$ cat src/rtl/psum_accumulator.sv
// Resolves redundant sum/carry beats from the multiplier array and accumulates them with
// signed saturation into one dot-product result, presented behind a valid/ready handshake.
module psum_accumulator #(
   parameter int unsigned IN_SIZE  = 20,
   parameter int unsigned ACC_SIZE = 32,
   parameter int unsigned LEN_SIZE = 8
) (
   input  logic                clk_i,
   input  logic                rst_ni,
   input  logic                start_i,
   input  logic [LEN_SIZE-1:0] len_i,
   input  logic [IN_SIZE-1:0]  in_i [0:1],
   input  logic                in_valid_i,
   output logic                in_ready_o,
   output logic [ACC_SIZE-1:0] out_o,
   output logic                out_valid_o,
   input  logic                out_ready_i,
   output logic                overflow_o,
   output logic                busy_o
);

   typedef enum logic [1:0] {
      StIdle,
      StAccum,
      StDone
   } state_e;

   state_e              state_q, state_d;
   logic [ACC_SIZE-1:0] acc_q, acc_d;
   logic [LEN_SIZE-1:0] cnt_q, cnt_d;
   logic [LEN_SIZE-1:0] len_q, len_d;
   logic                ovf_q, ovf_d;

   logic signed [IN_SIZE-1:0]  beat_s;
   logic signed [ACC_SIZE-1:0] beat_ext;
   logic [ACC_SIZE:0]          acc_sum;
   logic                       sat_pos, sat_neg;
   logic [ACC_SIZE-1:0]        acc_sat;
   logic                       last_beat;

   // Carry-propagate resolve; the wrap modulo 2^IN_SIZE is intentional.
   assign beat_s   = in_i[0] + in_i[1];
   assign beat_ext = ACC_SIZE'(beat_s);

   // One guard bit: overflow when the two top bits of the widened sum disagree.
   assign acc_sum = {acc_q[ACC_SIZE-1], acc_q} + {beat_ext[ACC_SIZE-1], beat_ext};
   assign sat_pos = ~acc_sum[ACC_SIZE] & acc_sum[ACC_SIZE-1];
   assign sat_neg = acc_sum[ACC_SIZE] & ~acc_sum[ACC_SIZE-1];

   always_comb begin
      acc_sat = acc_sum[ACC_SIZE-1:0];
      if (sat_pos) begin
         acc_sat = {1'b0, {(ACC_SIZE-1){1'b1}}};
      end else if (sat_neg) begin
         acc_sat = {1'b1, {(ACC_SIZE-1){1'b0}}};
      end
   end

   assign last_beat = (cnt_q == len_q - LEN_SIZE'(1));

   always_comb begin
      state_d = state_q;
      acc_d   = acc_q;
      cnt_d   = cnt_q;
      len_d   = len_q;
      ovf_d   = ovf_q;

      unique case (state_q)
         StIdle: begin
            if (start_i) begin
               acc_d = '0;
               cnt_d = '0;
               ovf_d = 1'b0;
               if (len_i != '0) begin
                  len_d   = len_i;
                  state_d = StAccum;
               end else begin
                  state_d = StDone;
               end
            end
         end
         StAccum: begin
            if (in_valid_i) begin
               acc_d = acc_sat;
               ovf_d = ovf_q | sat_pos | sat_neg;
               cnt_d = cnt_q + LEN_SIZE'(1);
               if (last_beat) begin
                  state_d = StDone;
               end
            end
         end
         StDone: begin
            if (out_ready_i) begin
               state_d = StIdle;
               // A start in the handshake cycle relaunches without an idle bubble.
               if (start_i) begin
                  acc_d = '0;
                  cnt_d = '0;
                  ovf_d = 1'b0;
                  if (len_i != '0) begin
                     len_d   = len_i;
                     state_d = StAccum;
                  end else begin
                     state_d = StDone;
                  end
               end
            end
         end
         default: begin
            state_d = StIdle;
         end
      endcase
   end

   always_ff @(posedge clk_i or negedge rst_ni) begin
      if (!rst_ni) begin
         state_q <= StIdle;
         acc_q   <= '0;
         cnt_q   <= '0;
         len_q   <= '0;
         ovf_q   <= 1'b0;
      end else begin
         state_q <= state_d;
         acc_q   <= acc_d;
         cnt_q   <= cnt_d;
         len_q   <= len_d;
         ovf_q   <= ovf_d;
      end
   end

   assign out_o       = acc_q;
   assign out_valid_o = (state_q == StDone);
   assign in_ready_o  = (state_q == StAccum);
   assign overflow_o  = ovf_q;
   assign busy_o      = (state_q != StIdle);

endmodule

$ cat config.mk
export PLATFORM = sky130hd
export DESIGN_NAME = psum_accumulator
export DESIGN_NICKNAME = d
export VERILOG_FILES = /design/src/rtl/psum_accumulator.sv
export SDC_FILE = /design/constraint.sdc
export NUM_CORES = 1
export LEC_CHECK = 0
export BUFFER_PORTS_ARGS = -buffer_cell sky130_fd_sc_hd__buf_2
export CAP_MARGIN = 20
export CORE_MARGIN = 3
export CORE_UTILIZATION = 50
export DETAILED_ROUTE_END_ITERATION = 10
export HOLD_SLACK_MARGIN = 0.06
export PLACE_DENSITY_LB_ADDON = 0.05
export SYNTH_ARGS = -nofsm -noshare
export SYNTH_HDL_FRONTEND = slang
export SYNTH_SLANG_ARGS = --single-unit
$ cat constraint.sdc
create_clock -name clk_i -period 3.6 [get_ports clk_i]
set_input_delay 0.72 -clock clk_i [delete_from_list [all_inputs] [get_ports clk_i]]
set_output_delay 0.72 -clock clk_i [all_outputs]
set_load 0.05 [all_outputs]
==> run_results.csv, run 1 <==
group,metric,value,unit
floorplanning,dieArea,11000,µm²
floorplanning,start_util,52.0,%
detailed_routing,postRouteAntennaNets,0,
job,drv_cap,0,
yosys,syn_nets,668,
sta,hold_violations,0,
yosys,synth_seq_cells,51,
worst_setup_path,worstReg2RegEnd,"out_o[24]",
placement,port_buffers,88,
detailed_routing,drc,0,
clock_network,insertion_delay,310,ps
power,p_sw_share,48.6,%
yosys,yosysSeqAreaShare,26.2,%
worst_setup_path,critPathRequiredTime,3800,ps
sta,clock.fmax,208,MHz
worst_setup_path,critPathCaptureType,"register",
clock_network,cts.sink_count,51,
clock_network,clk_pin_slew,100,ps
worst_setup_path,r2r-start,"out_o[0]",
floorplanning,die_w,105,µm
global_routing,grt_pass1_wl,23.7,mm
sta,slew_headroom,37.8,%
yosys,syn-mean-instance-area,8.72,µm²
power,power.total,7.50,mW
worst_setup_path,path_class,"input port to register",
placement,place_congestion,0.903,
sta,post-route-min-period,4810,ps
detailed_routing,first_pass_iters,5,
clock_network,cts_tree,"done",
worst_setup_path,rrSetupSlack,270,ps
power,switching_power,3.65,mW
power,p_per_area,1060,nW/µm²
power,p_int,3.85,mW
finish,antenna_cells_inserted,0,
yosys,netlist_area,4880,µm²
power,p_comb_share,80.0,%
floorplanning,ios,89,
global_routing,antenna_found_initial,0,
yosys,synth-edff-count,0,
detailed_routing,via_per_inst,5.71,
detailed_routing,routedWlPerCell,15.7,µm
clock_network,cts_htree_levels,2,
floorplanning,die_y,105,µm
clock_network,hold_buffers,0,
floorplanning,num_rows,35,
run_status,violations,"negative setup slack",
sta,rsz0062_at_grt,"yes",
sta,worst_pin_slew,933,ps
detailed_routing,drtIter0Drc,252,
yosys,syn-instance-count,559,
finish,drive_above_1_share,38.9,%
yosys,yosys_warnings,0,
sta,fin_ws,-1210,ps
clock_network,clockBufferDepth,2,
sta,setup_viol,33,
global_routing,grt.overflow.total,0,
sta,fin_crit_sh,134,%
worst_hold_path,hp-class,"input port to async pin",
run_status,outcome,"complete, but fails checks",
global_routing,grt_pass1_vias,5213,
detailed_routing,routed_wl,14.6,mm
finish,area_growth_syn_to_layout,45.3,%
floorplanning,design.core.area,9370,µm²
worst_setup_path,startpoint_type,"input port",
sta,fin_tns_setup,-37670,ps
yosys,async_flop_share,100,%
worst_setup_path,arrival,5010,ps
power,p_seq_share,15.4,%
detailed_routing,vias,5323,
worst_setup_path,critical_path.max_fanout,9,
sta,fin_skew,5.84,ps
sta,maxSlewViolCount,0,
worst_setup_path,worstRegToRegCells,14,
global_routing,grt_max_degree,43,
placement,dpl.hpwl,10.6,mm
global_routing,track_usage,25.6,%
worst_setup_path,crit_start,"in_i[1]",
power,clkPwrFrac,4.6,%
clock_network,cts-buffers-inserted,5,
power,cellLeakagePower,3.49,nW
power,ir_worst_vdd,0.470,mV
finish,nets,911,
yosys,synth_cell_types,59,
clock_network,root_buffer,"clkbuf_8",
yosys,ys_dominant_reg_cell,"dfrtp_1",
-- metrics by stage --
stage / instances / util [%] / hold slack, ps / setup slack (ps) / area (µm²)
floorplan: 559 / - / 424 / -1300 / 4980
global placement: 906 / 70.6 / 502 / -1590 / 6610
detailed placement: 906 / 70.6 / 505 / -1760 / 6610
CTS: 924 / 73.9 / 526 / -1220 / 6930
global route: 932 / 75.6 / 566 / -1400 / 7090
finish: 932 / 75.6 / 526 / -1210 / 7090
-- synth_stat cells, types with 3 or more instances --
master	number	share of area (%)
a211oi_1	6	0.92
a21boi_0	3	0.46
a21o_1	24	3.7
a21oi_1	43	4.4
a221o_1	29	6.0
a31o_2	3	0.54
a31oi_1	6	0.77
a32o_1	4	0.82
and2_1	7	0.90
and3_1	6	0.77
buf_2	3	0.31
clkbuf_1	15	1.2
dfrtp_1	51	26
ha_1	54	14
inv_1	21	1.6
mux2_2	6	1.4
mux2i_1	3	0.62
nand2_1	33	2.5
nand2b_1	3	0.38
nand3_1	16	1.6
nand4_1	8	1.0
nor2_1	53	4.1
nor2b_1	8	1.0
nor3_1	11	1.1
o211ai_1	3	0.46
o21a_1	4	0.62
o21ai_0	32	3.3
o21bai_1	6	0.92
or3_1	3	0.38
xnor2_1	34	6.1
xor2_1	20	3.6
-- power by group through the flow --
| stage | clock network, mW | logic (mW) | registers [mW] |
|---|---|---|---|
| 2_1_floorplan | 0 | 2.92 | 1.71 |
| 3_3_place_gp | 0 | 5.17 | 1.15 |
| 3_5_place_dp | 0 | 5.34 | 1.15 |
| 4_1_cts | 0.357 | 5.71 | 1.15 |
| 5_1_grt | 0.377 | 6.48 | 1.19 |
| 6_report | 0.347 | 6.00 | 1.15 |
-- layout make-up --
class	count	area, µm²
tap	129	161
timing repair buffer	253	1770
inverter	21	78.8
multi-input combinational	470	3710
clock inverter	2	17.5
fill	711	2280
sequential	51	1280
clock buffer	6	72.6
-- routing by layer --
metal,share of wire [%],global-route usage (%),vias to the layer above
met5,0,0,-
met4,2.1,9.18,0
met3,4.9,2.96,27
met2,50,45.3,169
met1,43,31.9,2531
li1,-,-,2596
-- critical path, stage by stage --
cell and delay [ps]:
buf_2 110, ha_1 270, a21o_1 120, a21oi_2 50
o21a_1 210, o21ai_2 160, a211oi_2 110, o21ai_2 180
nand3_1 120, o21ai_2 250, xnor2_4 150, buf_12 160
ha_4 210, buf_4 150, and3_1 200, and3_1 230
a311o_1 410, a21oi_4 160, o211a_4 230, nand2_8 80
o2bb2ai_4 180, clkbuf_16 210, a221o_1 320
-- placed cells by master, fill, tap and decap left out, types with 4 or more instances in the layout --
master     instances
mux2_2             6
a21oi_1           37
buf_2             86
nor2b_1            7
o2bb2ai_4          4
xnor2_1           32
a31oi_1            5
a221o_1           29
dfrtp_1           51
a21oi_2            6
a32o_1             4
ha_1              50
nor2_1            52
buf_4            157
xor2_1            20
a211oi_1           4
clkbuf_8           5
buf_6              5
ha_4               4
nand2_1           33
o21bai_1           6
nand4_1            8
o21ai_2            5
and2_1             6
and3_1             6
inv_1             20
a21o_1            24
o21ai_1            6
nand3_1           15
o21ai_0           23
nor3_1            11
o21a_1             4
-- flip-flops by register name, summed over array words and instances, names as in the netlist --
signal      count
cnt_q           8
len_q           8
out_o          32
overflow_o      1
state_q         2
-- kinds of logic after synthesis --
group / synth area share [%]
fa+ha+maj: 14.7
mux: 2.00
buf+inv: 3.54
xor+xnor: 9.70
flops: 26.2
simple gates: 15.6
compound gates: 28.4
-- what timing repair did --
action,CTS,global route
gates cloned,3,2
gates resized for setup,22,16
endpoints found under the setup margin,33,33
buffers inserted,7,6
pin swaps,20,31
-- worst max-delay path by stage --
stage               slack (ps)        end  cells past startpoint
floorplan                -1300   out_o[9]                     23
global placement         -1590  out_o[19]                     23
detailed placement       -1760  out_o[12]                     23
CTS                      -1220  out_o[12]                     24
global route             -1400  out_o[27]                     24
finish                   -1210  out_o[24]                     23
Note: power is estimated with default switching activity, not from simulation.
==> run 2, diff against run 1 <==
- CORE_UTILIZATION: 50 -> 30
- clock period: 3.6 -> 5.2 ns (I/O delays scaled with it)
==> run 2 against run 1 <==
Effect of this change:
- the flow now finishes without violations
- sequential cell count stayed put
- sequential power is 30% lower
- via count is 8.5% lower
- clock power is 3% lower
- setup slack better by 1300 ps
- die area is 62% higher
- wire length is 4.3% lower
- core utilization is 31 points lower
- clock skew hardly changed
- critical endpoint is now out_o[1]
- largest power group unchanged
==> run_results.csv, run 2 (synthesis results as in run 1) <==
group,metric,value,unit
run_status,outcome,"complete, no violations",
worst_setup_path,cpPeakStageDelay,360,ps
power,p_per_area,712,nW/µm²
job,drv_cap,0,
power,cellLeakagePower,3.32,nW
sta,fin_skew,5.99,ps
sta,hold_violations,0,
sta,post-route-min-period,5080,ps
clock_network,root_buffer,"clkbuf_16",
finish,antenna_cells_inserted,0,
global_routing,antenna_found_initial,0,
detailed_routing,vias,4869,
floorplanning,start_util,31.4,%
detailed_routing,postRouteAntennaNets,0,
worst_hold_path,hp-class,"register to register",
finish,fin_util,44.5,%
global_routing,grt_pass1_vias,4851,
sta,rsz0062_at_grt,"yes",
placement,dpl.hpwl,11.1,mm
clock_network,cts_htree_levels,2,
worst_setup_path,worstRegToRegCells,14,
sta,fin_crit_sh,97.7,%
detailed_routing,via_per_inst,5.01,
global_routing,grt_pass1_wl,23.0,mm
detailed_routing,first_pass_iters,4,
finish,layout_commonest_cell,"buf_4",
worst_setup_path,critPathCaptureType,"register",
detailed_routing,routedWlPerCell,14.4,µm
worst_setup_path,r2r-start,"out_o[0]",
worst_setup_path,path_class,"input port to register",
finish,finalInstanceArea,6920,µm²
placement,place_congestion,0.842,
global_routing,grt.overflow.total,0,
finish,final_cell_mix,"buf_4, buf_2, nor2_1",
finish,largest_register_ffs,32,
detailed_routing,drc,0,
sta,slew_headroom,46.2,%
worst_setup_path,rrSetupSlack,1940,ps
power,ir_worst_vdd,0.233,mV
detailed_routing,drtIter0Drc,167,
finish,nFillCells,1574,
floorplanning,design.core.area,15500,µm²
worst_setup_path,critPathRequiredTime,5390,ps
finish,area_growth_syn_to_layout,41.9,%
worst_setup_path,critical_path.max_fanout,6,
floorplanning,die_y,133,µm
sta,setup_viol,0,
worst_setup_path,arrival,5270,ps
floorplanning,dieArea,17800,µm²
global_routing,track_usage,15.4,%
finish,nets,869,
finish,drive_above_1_share,36.3,%
floorplanning,die_w,133,µm
finish,final-seq-area,1280,µm²
worst_setup_path,startpoint_type,"input port",
clock_network,insertion_delay,300,ps
floorplanning,num_rows,45,
clock_network,cts.sink_count,51,
global_routing,grt_max_degree,52,
worst_setup_path,slowest_stage,"or3_1",
sta,worst_pin_slew,806,ps
floorplanning,ios,89,
clock_network,clockBufferDepth,2,
clock_network,cts-buffers-inserted,5,
worst_setup_path,worstReg2RegEnd,"out_o[1]",
clock_network,cts_tree,"done",
finish,multiInputGateArea,3660,µm²
worst_setup_path,crit_path_end,"out_o[1]",
placement,dpl_cell_area,6450,µm²
worst_setup_path,path_cells,"buf_2 -> ha_4 -> a21o_1 -> a21oi_2 -> o21a_1 -> o21ai_2 -> a211oi_2 -> o21ai_2 -> a31o_2 -> a21oi_2 -> xnor2_2 -> buf_4 -> ha_4 -> a21o_1 -> a221o_1 -> a311o_1 -> a21oi_4 -> o211a_4 -> nor2_4 -> buf_12 -> or3_1 -> a32o_1",
sta,maxSlewViolCount,0,
placement,port_buffers,88,
clock_network,clk_pin_slew,70,ps
worst_setup_path,crit_start,"in_i[1]",
sta,clock.fmax,197,MHz
detailed_routing,routed_wl,14.0,mm
==> run 2: worst max-delay path: cells and delay by family <==
family                     cells  cell delay (ps)
and+or+nand+nor                2              420
AOI/OAI and AO/OA             14             2840
xor gates and xnor gates       1              140
adders and majority gates      2              420
buffers and inverters          3              390
==> run 2: area by class of cell <==
| type | instances | share of cell area, % |
|---|---|---|
| Multi-Input combinational cell | 467 | 53.0 |
| Timing Repair Buffer | 214 | 21.5 |
| Sequential cell | 51 | 18.4 |
| Tap cell | 211 | 3.82 |
| Clock buffer | 6 | 1.86 |
| Inverter | 21 | 1.14 |
| Clock inverter | 2 | 0.253 |
==> run 2: stage by stage <==
stage / setup WS [ps] / setup TNS (ps) / hold slack, ps / std cells / power [mW]
after floorplan: -24.5 / -191 / 488 / 559 / 3.18
after global placement: -410 / -12390 / 504 / 950 / 4.40
after detailed placement: -472 / -14330 / 509 / 950 / 4.42
after CTS: -6.21 / -9.15 / 520 / 962 / 4.81
after global routing: -94.6 / -2120 / 543 / 972 / 5.33
final: 119 / 0 / 517 / 972 / 4.93
==> run 2: report_power, final <==
part / internal (mW) / leakage [nW] / switching [mW] / total [mW]
sequential: 0.592 / 0.626 / 0.210 / 0.802
combinational: 1.80 / 2.62 / 1.99 / 3.79
clock: 0.181 / 0.0710 / 0.156 / 0.337
total: 2.57 / 3.32 / 2.36 / 4.93
==> run 2: layer usage <==
layer | track usage [%] | share of wire [%]
met2 | 26.3 | 47
met1 | 21.0 | 49
met4 | 3.37 | 0.92
met5 | 0 | 0
met3 | 1.70 | 3.2
==> run 2: timing repair <==
| action | CTS | global route |
|---|---|---|
| hold buffers | 0 | 0 |
| resized for setup | 7 | 31 |
| pin swaps | 8 | 21 |
| buffers inserted | 4 | 10 |
| setup endpoints to repair | 31 | 32 |
==> run 2: how the worst min path moves through the flow <==
stage | slack (ps) | to | depth (start not counted) | start
after global placement | 500 | overflow_o | 2 | overflow_o
after floorplan | 490 | state_q[1] | 1 | state_q[1]
final | 520 | overflow_o | 2 | overflow_o
after global routing | 540 | overflow_o | 2 | overflow_o
after detailed placement | 510 | overflow_o | 2 | overflow_o
after CTS | 520 | overflow_o | 2 | overflow_o
